`src/rtl/fetch_unit_pkg.sv`:
```
// -----------------------------------------------------------------------------
// cpu_defs
// Shared definitions for the instruction-fetch front end.
//   FetchEntry_t     - one prefetch buffer entry {pc, inst, err} at the default
//                      32-bit address/data configuration
//   FetchState_t     - fetch bus FSM states
//   DEFAULT_RESET_PC - fetch address after reset
//   is_word_aligned  - helper: true when the low two address bits are zero
// -----------------------------------------------------------------------------
package cpu_defs;

    localparam int CPU_ADDR_WIDTH = 32;
    localparam int CPU_DATA_WIDTH = 32;

    localparam logic [CPU_ADDR_WIDTH-1:0] DEFAULT_RESET_PC = 32'hBFC0_0000;

    typedef struct packed {
        logic [CPU_ADDR_WIDTH-1:0] pc;
        logic [CPU_DATA_WIDTH-1:0] inst;
        logic                      err;
    } FetchEntry_t;

    typedef enum logic [1:0] {
        IDLE    = 2'd0,
        WAIT    = 2'd1,
        DISCARD = 2'd2,
        HALT    = 2'd3
    } FetchState_t;

    function automatic logic is_word_aligned(input logic [1:0] low_bits);
        return (low_bits == 2'b00);
    endfunction

endpackage

```
`src/rtl/fetch_unit_fifo.sv`:
```
// -----------------------------------------------------------------------------
// fetch_fifo
// Synchronous first-word-fall-through FIFO holding prefetched instructions.
// The head entry is presented combinationally from storage.
//   clk, rst    - clock, synchronous active-high reset (empties the FIFO)
//   flush       - discard all entries at the next edge; overrides push/pop
//   push        - write push_data at the tail
//   push_data   - entry to write
//   pop         - drop the head entry
//   head        - current head entry (meaningful only when !empty)
//   count       - number of stored entries, 0..DEPTH
//   empty, full - occupancy flags
// -----------------------------------------------------------------------------
module fetch_fifo
    import cpu_defs::*;
#(
    parameter int  DEPTH   = 4,
    parameter type entry_t = FetchEntry_t,
    localparam int AW      = $clog2(DEPTH),
    localparam int PW      = AW + 1
) (
    input  logic          clk,
    input  logic          rst,
    input  logic          flush,
    input  logic          push,
    input  entry_t        push_data,
    input  logic          pop,
    output entry_t        head,
    output logic [PW-1:0] count,
    output logic          empty,
    output logic          full
);

    entry_t        mem_q [DEPTH];
    entry_t        mem_d [DEPTH];
    logic [PW-1:0] wr_ptr_q, wr_ptr_d;
    logic [PW-1:0] rd_ptr_q, rd_ptr_d;
    logic          do_push;
    logic          do_pop;

    // Pointers carry one extra wrap bit so that equal index bits with
    // different wrap bits mean full rather than empty.
    assign count = wr_ptr_q - rd_ptr_q;
    assign empty = (count == '0);
    assign full  = (count == PW'(DEPTH));
    assign head  = mem_q[rd_ptr_q[AW-1:0]];

    assign do_push = push && !full && !flush;
    assign do_pop  = pop && !empty && !flush;

    always_comb begin
        mem_d    = mem_q;
        wr_ptr_d = wr_ptr_q;
        rd_ptr_d = rd_ptr_q;
        if (flush) begin
            wr_ptr_d = '0;
            rd_ptr_d = '0;
        end else begin
            if (do_push) begin
                mem_d[wr_ptr_q[AW-1:0]] = push_data;
                wr_ptr_d = wr_ptr_q + PW'(1);
            end
            if (do_pop) begin
                rd_ptr_d = rd_ptr_q + PW'(1);
            end
        end
    end

    // Storage needs no reset: an entry is only read after being written.
    always_ff @(posedge clk) begin
        mem_q <= mem_d;
        if (rst) begin
            wr_ptr_q <= '0;
            rd_ptr_q <= '0;
        end else begin
            wr_ptr_q <= wr_ptr_d;
            rd_ptr_q <= rd_ptr_d;
        end
    end

    // The fetch FSM only requests when a slot is free, so a push into a
    // full FIFO indicates a design bug.
    always_ff @(posedge clk) begin
        if (!rst && !flush) begin
            assert (!(push && full));
        end
    end

endmodule

```
`src/rtl/fetch_unit.sv`:
```
// -----------------------------------------------------------------------------
// fetch_unit
// Instruction-fetch front end: owns the fetch PC, issues Wishbone classic
// reads with arbitrary wait states and buffers fetched words for ID.
//   clk, rst           - clock, synchronous active-high reset
//   ibus_cyc_o/stb_o   - Wishbone cycle/strobe (held until ack or err)
//   ibus_adr_o         - fetch address, stable while the strobe is up
//   ibus_sel_o         - byte selects, always all ones
//   ibus_ack_i/err_i   - transfer acknowledge / bus error
//   ibus_dat_i         - read data
//   jump, jump_to      - redirect: flush buffer, cancel in-flight fetch
//   id_valid, id_ready - handshake for the head prefetch entry
//   id_pc/inst/err     - head entry (zero when the buffer is empty)
// -----------------------------------------------------------------------------
module fetch_unit
    import cpu_defs::*;
#(
    parameter int                    ADDR_WIDTH = 32,
    parameter int                    DATA_WIDTH = 32,
    parameter int                    FIFO_DEPTH = 4,
    parameter logic [ADDR_WIDTH-1:0] RESET_PC   = ADDR_WIDTH'(DEFAULT_RESET_PC)
) (
    input  logic                    clk,
    input  logic                    rst,
    output logic                    ibus_cyc_o,
    output logic                    ibus_stb_o,
    output logic [ADDR_WIDTH-1:0]   ibus_adr_o,
    output logic [DATA_WIDTH/8-1:0] ibus_sel_o,
    input  logic                    ibus_ack_i,
    input  logic                    ibus_err_i,
    input  logic [DATA_WIDTH-1:0]   ibus_dat_i,
    input  logic                    jump,
    input  logic [ADDR_WIDTH-1:0]   jump_to,
    input  logic                    id_ready,
    output logic                    id_valid,
    output logic [ADDR_WIDTH-1:0]   id_pc,
    output logic [DATA_WIDTH-1:0]   id_inst,
    output logic                    id_err
);

    localparam int CNT_W = $clog2(FIFO_DEPTH) + 1;

    typedef struct packed {
        logic [ADDR_WIDTH-1:0] pc;
        logic [DATA_WIDTH-1:0] inst;
        logic                  err;
    } entry_t;

    FetchState_t           state_q, state_d;
    logic [ADDR_WIDTH-1:0] fetch_pc_q, fetch_pc_d;
    logic [ADDR_WIDTH-1:0] adr_q, adr_d;

    logic                  fifo_push;
    entry_t                fifo_push_data;
    logic                  fifo_pop;
    entry_t                fifo_head;
    logic [CNT_W-1:0]      fifo_count;
    logic                  fifo_empty;
    logic                  fifo_full;
    logic [ADDR_WIDTH-1:0] next_pc;

    fetch_fifo #(
        .DEPTH   (FIFO_DEPTH),
        .entry_t (entry_t)
    ) u_fifo (
        .clk       (clk),
        .rst       (rst),
        .flush     (jump),
        .push      (fifo_push),
        .push_data (fifo_push_data),
        .pop       (fifo_pop),
        .head      (fifo_head),
        .count     (fifo_count),
        .empty     (fifo_empty),
        .full      (fifo_full)
    );

    // The bus is owned for the whole of WAIT and DISCARD so a cancelled
    // transfer still completes cleanly on the Wishbone side.
    assign ibus_cyc_o = (state_q == WAIT) || (state_q == DISCARD);
    assign ibus_stb_o = ibus_cyc_o;
    assign ibus_adr_o = adr_q;
    assign ibus_sel_o = '1;

    assign id_valid = !fifo_empty;
    assign id_pc    = fifo_empty ? '0 : fifo_head.pc;
    assign id_inst  = fifo_empty ? '0 : fifo_head.inst;
    assign id_err   = fifo_empty ? '0 : fifo_head.err;

    // A redirect flushes the buffer, so the head must not also be popped.
    assign fifo_pop = id_valid && id_ready && !jump;

    assign next_pc = fetch_pc_q + ADDR_WIDTH'(4);

    // Next-state logic. A jump outranks every other event; in WAIT it either
    // drops a response arriving this cycle or leaves the transfer to DISCARD.
    // Bus address is held in its own register because fetch_pc may be
    // redirected while a cancelled transfer is still on the bus.
    always_comb begin
        state_d             = state_q;
        fetch_pc_d          = fetch_pc_q;
        adr_d               = adr_q;
        fifo_push           = 1'b0;
        fifo_push_data      = '0;
        fifo_push_data.pc   = adr_q;

        case (state_q)
            IDLE: begin
                if (jump) begin
                    fetch_pc_d = jump_to;
                end else if (!fifo_full) begin
                    if (!is_word_aligned(fetch_pc_q[1:0])) begin
                        fifo_push             = 1'b1;
                        fifo_push_data.pc     = fetch_pc_q;
                        fifo_push_data.err    = 1'b1;
                        state_d               = HALT;
                    end else begin
                        adr_d   = fetch_pc_q;
                        state_d = WAIT;
                    end
                end
            end

            WAIT: begin
                if (jump) begin
                    fetch_pc_d = jump_to;
                    state_d    = (ibus_ack_i || ibus_err_i) ? IDLE : DISCARD;
                end else if (ibus_ack_i) begin
                    fifo_push           = 1'b1;
                    fifo_push_data.inst = ibus_dat_i;
                    fetch_pc_d          = next_pc;
                    adr_d               = next_pc;
                    // Occupancy after this push (and any pop) stays below
                    // depth unless we are filling the last slot with no pop.
                    if (fifo_pop || (fifo_count != CNT_W'(FIFO_DEPTH - 1))) begin
                        state_d = WAIT;
                    end else begin
                        state_d = IDLE;
                    end
                end else if (ibus_err_i) begin
                    fifo_push          = 1'b1;
                    fifo_push_data.err = 1'b1;
                    state_d            = HALT;
                end
            end

            DISCARD: begin
                if (jump) begin
                    fetch_pc_d = jump_to;
                end
                if (ibus_ack_i || ibus_err_i) begin
                    state_d = IDLE;
                end
            end

            HALT: begin
                if (jump) begin
                    fetch_pc_d = jump_to;
                    state_d    = IDLE;
                end
            end

            default: begin
                state_d = IDLE;
            end
        endcase
    end

    always_ff @(posedge clk) begin
        if (rst) begin
            state_q    <= IDLE;
            fetch_pc_q <= RESET_PC;
            adr_q      <= RESET_PC;
        end else begin
            state_q    <= state_d;
            fetch_pc_q <= fetch_pc_d;
            adr_q      <= adr_d;
        end
    end

endmodule

```
`config.mk`:
```
export PLATFORM = sky130hd
export DESIGN_NAME = fetch_unit
export DESIGN_NICKNAME = d
export VERILOG_FILES = /design/src/rtl/fetch_unit_pkg.sv /design/src/rtl/fetch_unit_fifo.sv /design/src/rtl/fetch_unit.sv
export SDC_FILE = /design/constraint.sdc
export NUM_CORES = 1
export LEC_CHECK = 0
export CAP_MARGIN = 20
export CORE_MARGIN = 2
export CORE_UTILIZATION = 43
export CTS_CLUSTER_SIZE = 12
export DETAILED_ROUTE_END_ITERATION = 8
export PLACE_DENSITY = 0.7
export SLEW_MARGIN = 15
export SYNTH_ARGS = -nofsm -noshare
export SYNTH_HDL_FRONTEND = slang
export SYNTH_HIERARCHICAL = 1
export SYNTH_SLANG_ARGS = --single-unit
```
`constraint.sdc`:
```
create_clock -name clk -period 22.3 [get_ports clk]
set_input_delay 3.345 -clock clk [delete_from_list [all_inputs] [get_ports clk]]
set_output_delay 3.345 -clock clk [all_outputs]
set_load 0.05 [all_outputs]
```
# Word level (Yosys, flattened, before mapping)
# Cells that the tools add are included.
# word_totals
in_bits	70
out_inout_bits	104
ff_bits	332
wordCells	110
# op_classes
addsub	4
bitwise_logic	3
n_lt_le_gt_ge	3
muxes	45
n_eq_ne	15
n_reduce_logical	23
# op_table
cell	n
two-way mux 32 bit	15
bitwise mux 260 bit	1
two-way mux 65 bit	3
binary-select mux 65 bit (select 2 bit)	1
demux 65 bit (select 2 bit)	1
one-hot mux 32 bit (2 select lines)	2
two-way mux 33 bit	1
adder 32 x 3 -> 32 bit (second input constant)	1
two-way mux 2 bit	9
inequality test 2 bit (second input constant)	6
two-way mux 1 bit	9
one-hot mux 2 bit (4 select lines)	1
logical AND 1 bit	7
adder 3 x 1 -> 3 bit (second input constant)	2
>= comparator 3 bit (second input constant)	2
inverter 2 -> 3 bit	2
AND reduction 6 bit	1
AND reduction 5 bit	1
equality test 2 bit (second input constant)	2
logical NOT 2 bit	2
inequality test 2 x 1 -> 1 bit (second input constant)	2
inequality test 4 bit (second input constant)	1
one-hot mux 1 bit (2 select lines)	2
AND reduction 2 bit	2
13 further kinds	17

# Longest topological paths before layout
# Gate-level depths: netlist of the first run.
# logic_depth
depth_word	10
ltp_mapped	12
mapped_depth_nobuf	11

# Modules after synthesis
# Netlist of the first run, hierarchy kept.
# modules_own_cells
module	n_inst	area_each_um2	cells_per_inst
fetch_fifo	1	9840.7	392
fetch_unit	1	5138.7	662

# Worst setup path after synthesis of the first run
# OpenSTA, ideal clock, no wires.
# synth_path
kind	in2reg
from	input jump
to	register u_fifo/mem_q[0] (netlist bit) (enable)
path_stages	7
path_slack_ns	12.373
t_required_ns	21.719
t_arrival_ns	9.346
n_path_buf	2
path_cell_list	clkbuf_1 nor3b_1 o21a_1 buf_2 nand2b_1 o21ai_4 nor3b_1
# synth_between
elab_chain_cells	5
elab_cells_between_ends	8
cone_classes	mux (3); bitwise (1); reduce/logical (4)
# synth_lines
item	line	rtl
start, declared	fetch_unit.sv:32	input logic jump,
two-way mux 1 bit, on equally long branches	fetch_unit.sv:125, fetch_unit.sv:109	
one-hot mux 1 bit (2 select lines) (*)	fetch_unit.sv:107	case (state_q)
net fifo_push	fetch_unit.sv:53	logic fifo_push;
logical AND 1 bit (*) (2 in series)	fetch_unit_fifo.sv:48	assign do_push = push && !full && !flush;
AND reduction 2 bit (no line) (*)	n/a	
end signal, assigned	fetch_unit_fifo.sv:71	mem_q <= mem_d;
end, declared	fetch_unit_fifo.sv:34	entry_t mem_q [DEPTH];
# The timed path passes the listed nets; every way through them passes the cells marked *.
# A chain may end at the register's enable or synchronous reset.

# Worst setup path after layout of the first run
# layout_path
from	register u_fifo.rd_ptr_q[1]
to	output id_pc[12]
# layout_between
elab_cells_between_ends	7
cone_classes	add/sub (1); mux (4); bitwise (1); reduce/logical (1)
# layout_lines
item	line	rtl
start, declared	fetch_unit_fifo.sv:37	logic [PW-1:0] rd_ptr_q, rd_ptr_d;
start signal, assigned	fetch_unit_fifo.sv:77	rd_ptr_q <= rd_ptr_d;
subtractor 3 bit	fetch_unit_fifo.sv:43	assign count = wr_ptr_q - rd_ptr_q;
net fifo_count[2]	fetch_unit.sv:57	logic [CNT_W-1:0] fifo_count;
logical NOT 3 bit	fetch_unit_fifo.sv:44	assign empty = (count == '0);
net fifo_empty	fetch_unit.sv:58	logic fifo_empty;
two-way mux 32 bit	fetch_unit.sv:86	assign id_pc = fifo_empty ? '0 : fifo_head.pc;
end, declared	fetch_unit.sv:36	output logic [ADDR_WIDTH-1:0] id_pc,
# The timed path passes the listed nets, and every way through them passes these cells. The select of a mux whose other input is x is not followed.

==> results.tsv, run 1 <==
stage	metric	value	unit
floorplanning	die_height	191	um
floorplanning	core.rowCount	68	
synthesis	synth_ff_type	edfxtp_1	
setup_path	endpoint	id_pc[12]	
setup_path	rr_worst_depth	11	
setup_path	crit_family	buffers and inverters	
cells_and_area	multiInputGateArea	5280	um2
clocking	cts_hold_buf	0	
setup_path	reg2reg_to	u_fifo/mem_q[101]	
routing	viasPerCell	5.66	
setup_path	crit_arrival	3.96	ns
setup_path	rrSetupSlack	17.19	ns
sta	report.final.hold_viol_count	0	
grt	grt.total_usage	19.0	%
synthesis	ys_warn_count	6	
setup_path	start_kind	flip-flop	
setup_path	crit_slowest_cell	dfxtp_4	
sta	tns	0	ns
cells_and_area	n_fill_cell	2867	
synthesis	syn_area	15000	um2
power	p_leak	0.00581	uW
synthesis	yosys_register_bits	332	
setup_path	crit_fanout	68	
clocking	clock_path_buffers	3	
setup_path	worstPathCellList	fa_1 -> xnor3_2 -> inv_2 -> nor2_4 -> buf_4 -> nor2b_1 -> clkdlybuf4s50_1	
grt	grt_pass1_wl	53000	um
clocking	tritoncts	built	
status	status	completed	
setup_path	cp.required	18.95	ns
sta	fin_crit_sh	32.7	%
clocking	h-tree-depth	2	
cells_and_area	fin_nets	1281	
job	cap_violations	0	
cells_and_area	n_antenna_cell	0	
synthesis	synth-seq-area-share	61.7	%
clocking	clk_pin_slew	0.06	ns
setup_path	slowest_delay	1.03	ns
cells_and_area	drive_above_1_share	15.1	%
power	p_total	1690	uW
clocking	cts_sinks	332	
sta	worst_slew_pin_slew	1.03	ns
routing	drc	0	
sta	rsz0062_at_grt	false	
placement	pre_cts_slack	15.07	ns
grt	grt_pass1_vias	9084	
clocking	clkLatencyLatePin	0.51	ns
placement	dp_hpwl	21900	um
grt	grt.overflow.total	0	
clocking	cts_setup_buffers	0	
routing	dr.first_iter.drc_count	798	
synthesis	synth_area_per_cell	14.2	um2
power	ir_worst_vdd	0.0000596	V
grt	grt_max_degree	93	
routing	vias	9488	
sta	finClkSkew	0.0144	ns
sta	worst_slack	15.00	ns
floorplanning	io_pins	174	
placement	globalplace.congestion	0.899	
sta	max_freq	137	MHz
clocking	cts.root.buffer_cell	clkbuf_16	
cells_and_area	syn2layout_area_growth	20.8	%
sta	relSlewSlack	31.6	%
cells_and_area	layout.cells.non_filler	1677	
floorplanning	start_util	43.5	%
synthesis	yosys.area.top_type	edfxtp_1	
clocking	cts_buffers	36	
synthesis	synth_top_area_share	52.1	%
sta	finalSetupViolations	0	
synthesis	synth_edf_count	260	
power	power.density	93.2	nW/um2
grt	antenna_found_initial	0	
setup_path	rr_startpoint	u_fifo/rd_ptr_q[1]	
routing	drt_wl_total	34700	um
worst_hold_path	hold_start	u_fifo/wr_ptr_q[0]	
setup_path	end_kind	output port	
sta	final_max_slew_viol_count	0	
cells_and_area	ff_latch_area	9260	um2
setup_path	crit_start	u_fifo/rd_ptr_q[1]	
clocking	cts_resized	0	
placement	place_inst	1613	
setup_path	cp_num_buf_inv	3	
synthesis	postSynthCellCount	1054	
synthesis	ys_types	67	
floorplanning	fp.coreArea	34500	um2
floorplanning	die_width	191	um
setup_path	path_class	flip-flop to output port	
worst_hold_path	worstHoldPathType	flip-flop to flip-flop	
floorplanning	die_area	36300	um2
routing	post_drt_wl_per_cell	20.7	um
synthesis	ys_async_sr_fraction	0	%
synthesis	yosys-top-cells-area	edfxtp_1, mux4_2, dfxtp_1	
routing	postRouteAntennaNets	0	
routing	dr.pass1.iters	5	
placement	io_buffer_count	169	
cells_and_area	finalInstanceArea	18100	um2
sta	fin_crit	7.30	ns
setup_path	worst-path-stages	7	
placement	placed_cell_area	17000	um2
cells in the mapped netlist, drive strengths merged, types with 15 or more instances:
master	instances
a211oi	24
a311oi	20
and3	40
buf	39
clkbuf	47
dfxtp	72
edfxtp	260
inv	19
mux2	30
mux4	65
nand2	37
nand3	23
nand4	23
nor2	57
nor2b	72
nor3	26
nor4	15
tightest hold or removal path, delay by kind of cell, from the launching register on:
family / cells / cell delay, ns
multiplexers: 1 / 0.06
flip-flops: 1 / 0.34
AND/OR/NAND/NOR: 1 / 0.07
routing by layer:
metal / up-vias / GRT usage (%) / wire (um)
met4: 0 / 4.38 / 631
met5: - / 0 / 0
li1: 4400 / - / -
met1: 4693 / 28.1 / 15900
met3: 45 / 2.69 / 2240
met2: 350 / 29.8 / 15900
area by class of cell:
type	count	area share, %
sequential	332	51.2
tap	455	3.15
inverter	19	0.394
timing repair buffer	189	10.1
clock buffer	53	5.62
clock inverter	9	0.387
multi-input combinational	620	29.2
per-stage QoR:
stage               util (%)  hold WS (ns)
floorplan                  -         0.471
global placement        49.3         0.491
detailed placement      49.3         0.503
CTS                     52.5         0.513
global route            52.5         0.540
finish                  52.5         0.511
sequential cells by signal (all words and copies together) (netlist names):
signal,flops
u_fifo/mem_q,260
fetch_pc_q,32
ibus_adr_o,32
u_fifo/rd_ptr_q,3
u_fifo/wr_ptr_q,3
state_q,2
logic make-up (layout without fill, tap and decap cells):
family | after synthesis | in the layout | share of synthesized area, %
other | 1 | 4 | 0.0250
multiplexers | 105 | 105 | 12.7
XOR/XNOR | 21 | 21 | 1.33
AO/OA/AOI/OAI | 124 | 124 | 6.36
flip-flops | 332 | 332 | 61.7
buffers and inverters | 105 | 270 | 3.32
AND/OR/NAND/NOR | 353 | 353 | 13.4
adder cells (fa/ha/maj) | 13 | 13 | 1.14
cells in the final DEF (no fill, tap or decap), types with 5 or more instances in the layout:
cell,synthesis,routed
mux2i_1,10,10
mux4_2,65,65
nand2b_1,10,10
o31ai_1,11,11
nand3_1,23,23
and3_1,40,40
nor2b_1,72,71
a2111oi_0,5,5
nand2_1,37,37
a31oi_1,7,7
a211oi_1,23,23
edfxtp_1,260,260
o21ai_0,13,13
clkbuf_1,46,13
nor3b_1,9,5
buf_4,9,19
xor2_1,9,9
or4_1,12,12
nor3_1,26,26
nor2_1,57,56
inv_1,18,18
dfxtp_1,72,70
clkinv_1,0,5
nand4_1,20,20
nor4_1,15,15
ha_1,12,12
clkdlybuf4s50_1,0,167
xnor2_1,11,11
and4_1,9,9
a21oi_1,14,14
a311oi_1,19,19
clkbuf_16,0,37
or3_1,11,11
mux2_2,30,30
where the power goes:
group / switching, uW / internal, uW
clock: 223 / 326
combinational: 253 / 131
sequential: 30.6 / 723
worst min-delay path by stage:
stage | depth (start not counted) | slack, ns | endpoint
finish | 2 | 0.51 | u_fifo/wr_ptr_q[0]
global route | 2 | 0.54 | u_fifo/wr_ptr_q[0]
CTS | 2 | 0.51 | u_fifo/wr_ptr_q[0]
detailed placement | 2 | 0.50 | u_fifo/wr_ptr_q[1]
global placement | 2 | 0.49 | u_fifo/wr_ptr_q[1]
floorplan | 2 | 0.47 | u_fifo/wr_ptr_q[1]
Note: power is estimated with default switching activity, not from simulation.
==> run 2, diff against run 1 <==
==> constraint.sdc (replaced) <==
create_clock -name clk -period 7.5 [get_ports clk]
set_input_delay 1.125 -clock clk [delete_from_list [all_inputs] [get_ports clk]]
set_output_delay 1.125 -clock clk [all_outputs]
set_load 0.05 [all_outputs]
==> run 2 against run 1 <==
Net effect:
- clock power increased to 3.2 times the previous value
- non-clock buffer count decreased by 1
- flip-flop and latch count unchanged
- sequential share of layout area decreased by 0.25 points
- combinational power increased to 3.0 times the previous value
- global-route usage increased by 0.65 points
- cell count increased by 0.18%
- register-to-register slack got worse by 14 ns
- wire length increased by 2.3%
- critical path type unchanged
- largest cell class unchanged
- largest power group unchanged
- highest routed layer unchanged
==> results.tsv, run 2 (same netlist as run 1, synthesis figures left out) <==
stage	metric	value	unit	change
status	status	completed		
sta	finalSetupViolations	0		unchanged
setup_path	rr_worst_depth	9		-2
grt	use_met2	31.9	%	+2.1 points
placement	dp_hpwl	22200	um	+1.4%
routing	drc	0		unchanged
cells_and_area	final_common_cell	edfxtp_1		
sta	rsz0062_at_grt	false		
floorplanning	die_area	36300	um2	unchanged
clocking	clock_path_buffers	3		unchanged
grt	grt_use_met3	2.83	%	+0.15 points
worst_hold_path	min_path_cells	2		unchanged
power	ir_worst_vdd	0.000276	V	+360%
clocking	clk_pin_slew	0.06	ns	about the same
routing	drt_wl_total	35500	um	+2.3%
power	power.density	284	nW/um2	+200%
grt	grt.total_usage	19.7	%	+0.65 points
setup_path	end_kind	output port		
power	p_leak	0.00585	uW	+0.80%
grt	grt_pass1_wl	54700	um	+3.2%
sta	tns	0	ns	unchanged
grt	grt.overflow.total	0		unchanged
cells_and_area	layout.cells.non_filler	1680		+0.18%
routing	dr.first_iter.drc_count	820		+2.8%
cells_and_area	syn2layout_area_growth	21.4	%	
sta	worst_slew_pin_slew	1.03	ns	+0.00625 ns
setup_path	reg2reg_to	u_fifo/mem_q[215]		
cells_and_area	drive_above_1_share	15.7	%	+0.53 points
floorplanning	io_pins	174		unchanged
cells_and_area	n_antenna_cell	0		unchanged
routing	viasPerCell	5.70		+0.82%
floorplanning	start_util	43.5	%	unchanged
clocking	cts_resized	0		unchanged
setup_path	crit_fanout	68		unchanged
sta	finClkSkew	0.0121	ns	-0.00226 ns
cells_and_area	n_fill_cell	2855		-0.42%
clocking	clkLatencyLatePin	0.52	ns	about the same
setup_path	start_kind	flip-flop		
clocking	cts_setup_buffers	0		unchanged
grt	grt_max_degree	69		-26%
setup_path	path_class	flip-flop to output port		
routing	vias	9583		+1.0%
sta	final_max_slew_viol_count	0		unchanged
floorplanning	core.rowCount	68		unchanged
grt	busiest_layer	met2		
cells_and_area	largest_reg_flops	260		unchanged
floorplanning	die_height	191	um	unchanged
setup_path	crit_arrival	4.21	ns	+0.25 ns
sta	relSlewSlack	31.1	%	-0.42 points
clocking	cts.root.buffer_cell	clkbuf_16		
grt	grt_util_met1	27.6	%	-0.56 points
floorplanning	fp.coreArea	34500	um2	unchanged
setup_path	rr_startpoint	u_fifo/rd_ptr_q[1]		
floorplanning	die_width	191	um	unchanged
worst_hold_path	min_to	u_fifo/wr_ptr_q[0]		
sta	max_freq	188	MHz	
sta	fin_crit_sh	71.1	%	
placement	globalplace.congestion	0.877		-2.5%
clocking	h-tree-depth	2		unchanged
cells_and_area	most-common-layout-cells	edfxtp_1, clkdlybuf4s50_1, nor2b_1, dfxtp_1, mux4_2		
cells_and_area	fin_nets	1281		unchanged
clocking	cts_buffers	37		+2.8%
cells_and_area	regMostFlops	u_fifo/mem_q		
grt	antenna_found_initial	0		unchanged
routing	post_drt_wl_per_cell	21.1	um	+2.1%
grt	grt_pass1_vias	9490		+4.5%
setup_path	rrSetupSlack	2.95	ns	-14.24 ns
job	cap_violations	0		unchanged
placement	place_inst	1614		+0.062%
setup_path	cp.required	6.38	ns	-12.57 ns
sta	fin_crit	5.33	ns	
worst_hold_path	hold_start	u_fifo/wr_ptr_q[0]		
sta	report.final.hold_viol_count	0		unchanged
routing	dr.pass1.iters	5		unchanged
placement	io_buffer_count	169		unchanged
clocking	cts_hold_buf	0		unchanged
clocking	tritoncts	built		
clocking	cts_sinks	332		unchanged
routing	postRouteAntennaNets	0		unchanged
worst_hold_path	worstHoldPathType	flip-flop to flip-flop		
==> run 2: where the power goes <==
| part | leakage, uW | total (uW) | internal [uW] | switching (uW) |
|---|---|---|---|---|
| registers | 0.00296 | 2240 | 2150 | 85.5 |
| clock network | 0.000575 | 1770 | 1070 | 702 |
| logic | 0.00232 | 1150 | 386 | 767 |
| total | 0.00585 | 5160 | 3610 | 1550 |
==> run 2: layout make-up <==
type,count,area (um2),share of cell area (%)
Timing Repair Buffer,188,1820,10.0
Clock buffer,53,1040,5.71
Tap cell,455,569,3.13
Clock inverter,13,148,0.812
Inverter,19,71.3,0.392
Multi-Input combinational cell,620,5280,29.0
Sequential cell,332,9260,50.9
==> run 2: worst max path at each step <==
stage / from / to / slack, ns / depth (start not counted)
final: u_fifo/rd_ptr_q[1] / id_inst[28] / 2.17 / 7
after detailed placement: u_fifo/rd_ptr_q[1] / id_inst[23] / 2.61 / 7
after global routing: u_fifo/rd_ptr_q[1] / id_inst[26] / 1.82 / 7
after floorplan: u_fifo/wr_ptr_q[0] / u_fifo/mem_q[0] / -0.32 / 11
after global placement: u_fifo/rd_ptr_q[1] / id_inst[16] / 2.70 / 7
after CTS: u_fifo/rd_ptr_q[1] / id_inst[23] / 2.05 / 7
==> run 2: through the flow <==
stage | hold WS [ns] | power (uW) | worst slack (ns) | instance area (um2) | utilization (%)
after floorplan | 0.471 | 3030 | -0.322 | 15000 | -
after global placement | 0.484 | 3400 | 2.70 | 17000 | 49.3
after detailed placement | 0.502 | 3420 | 2.61 | 17000 | 49.3
after CTS | 0.511 | 5200 | 2.05 | 18200 | 52.8
after global routing | 0.537 | 5360 | 1.82 | 18200 | 52.8
final | 0.515 | 5160 | 2.17 | 18200 | 52.8
==> run 2: critical path, cell delays in order, from the launching register on <==
cell and delay (ns):
dfxtp_4 1.04, fa_1 0.37, xnor3_2 0.25, inv_2 0.08
nor2_4 0.65, buf_4 0.46, nor2b_1 0.10, clkdlybuf4s50_1 0.71
==> run 2: layer usage <==
layer  wire length (um)  share of wire, %
met1              15300                43
met2              16800                47
met3               2600               7.3
met4                795               2.2
met5                  0                 0
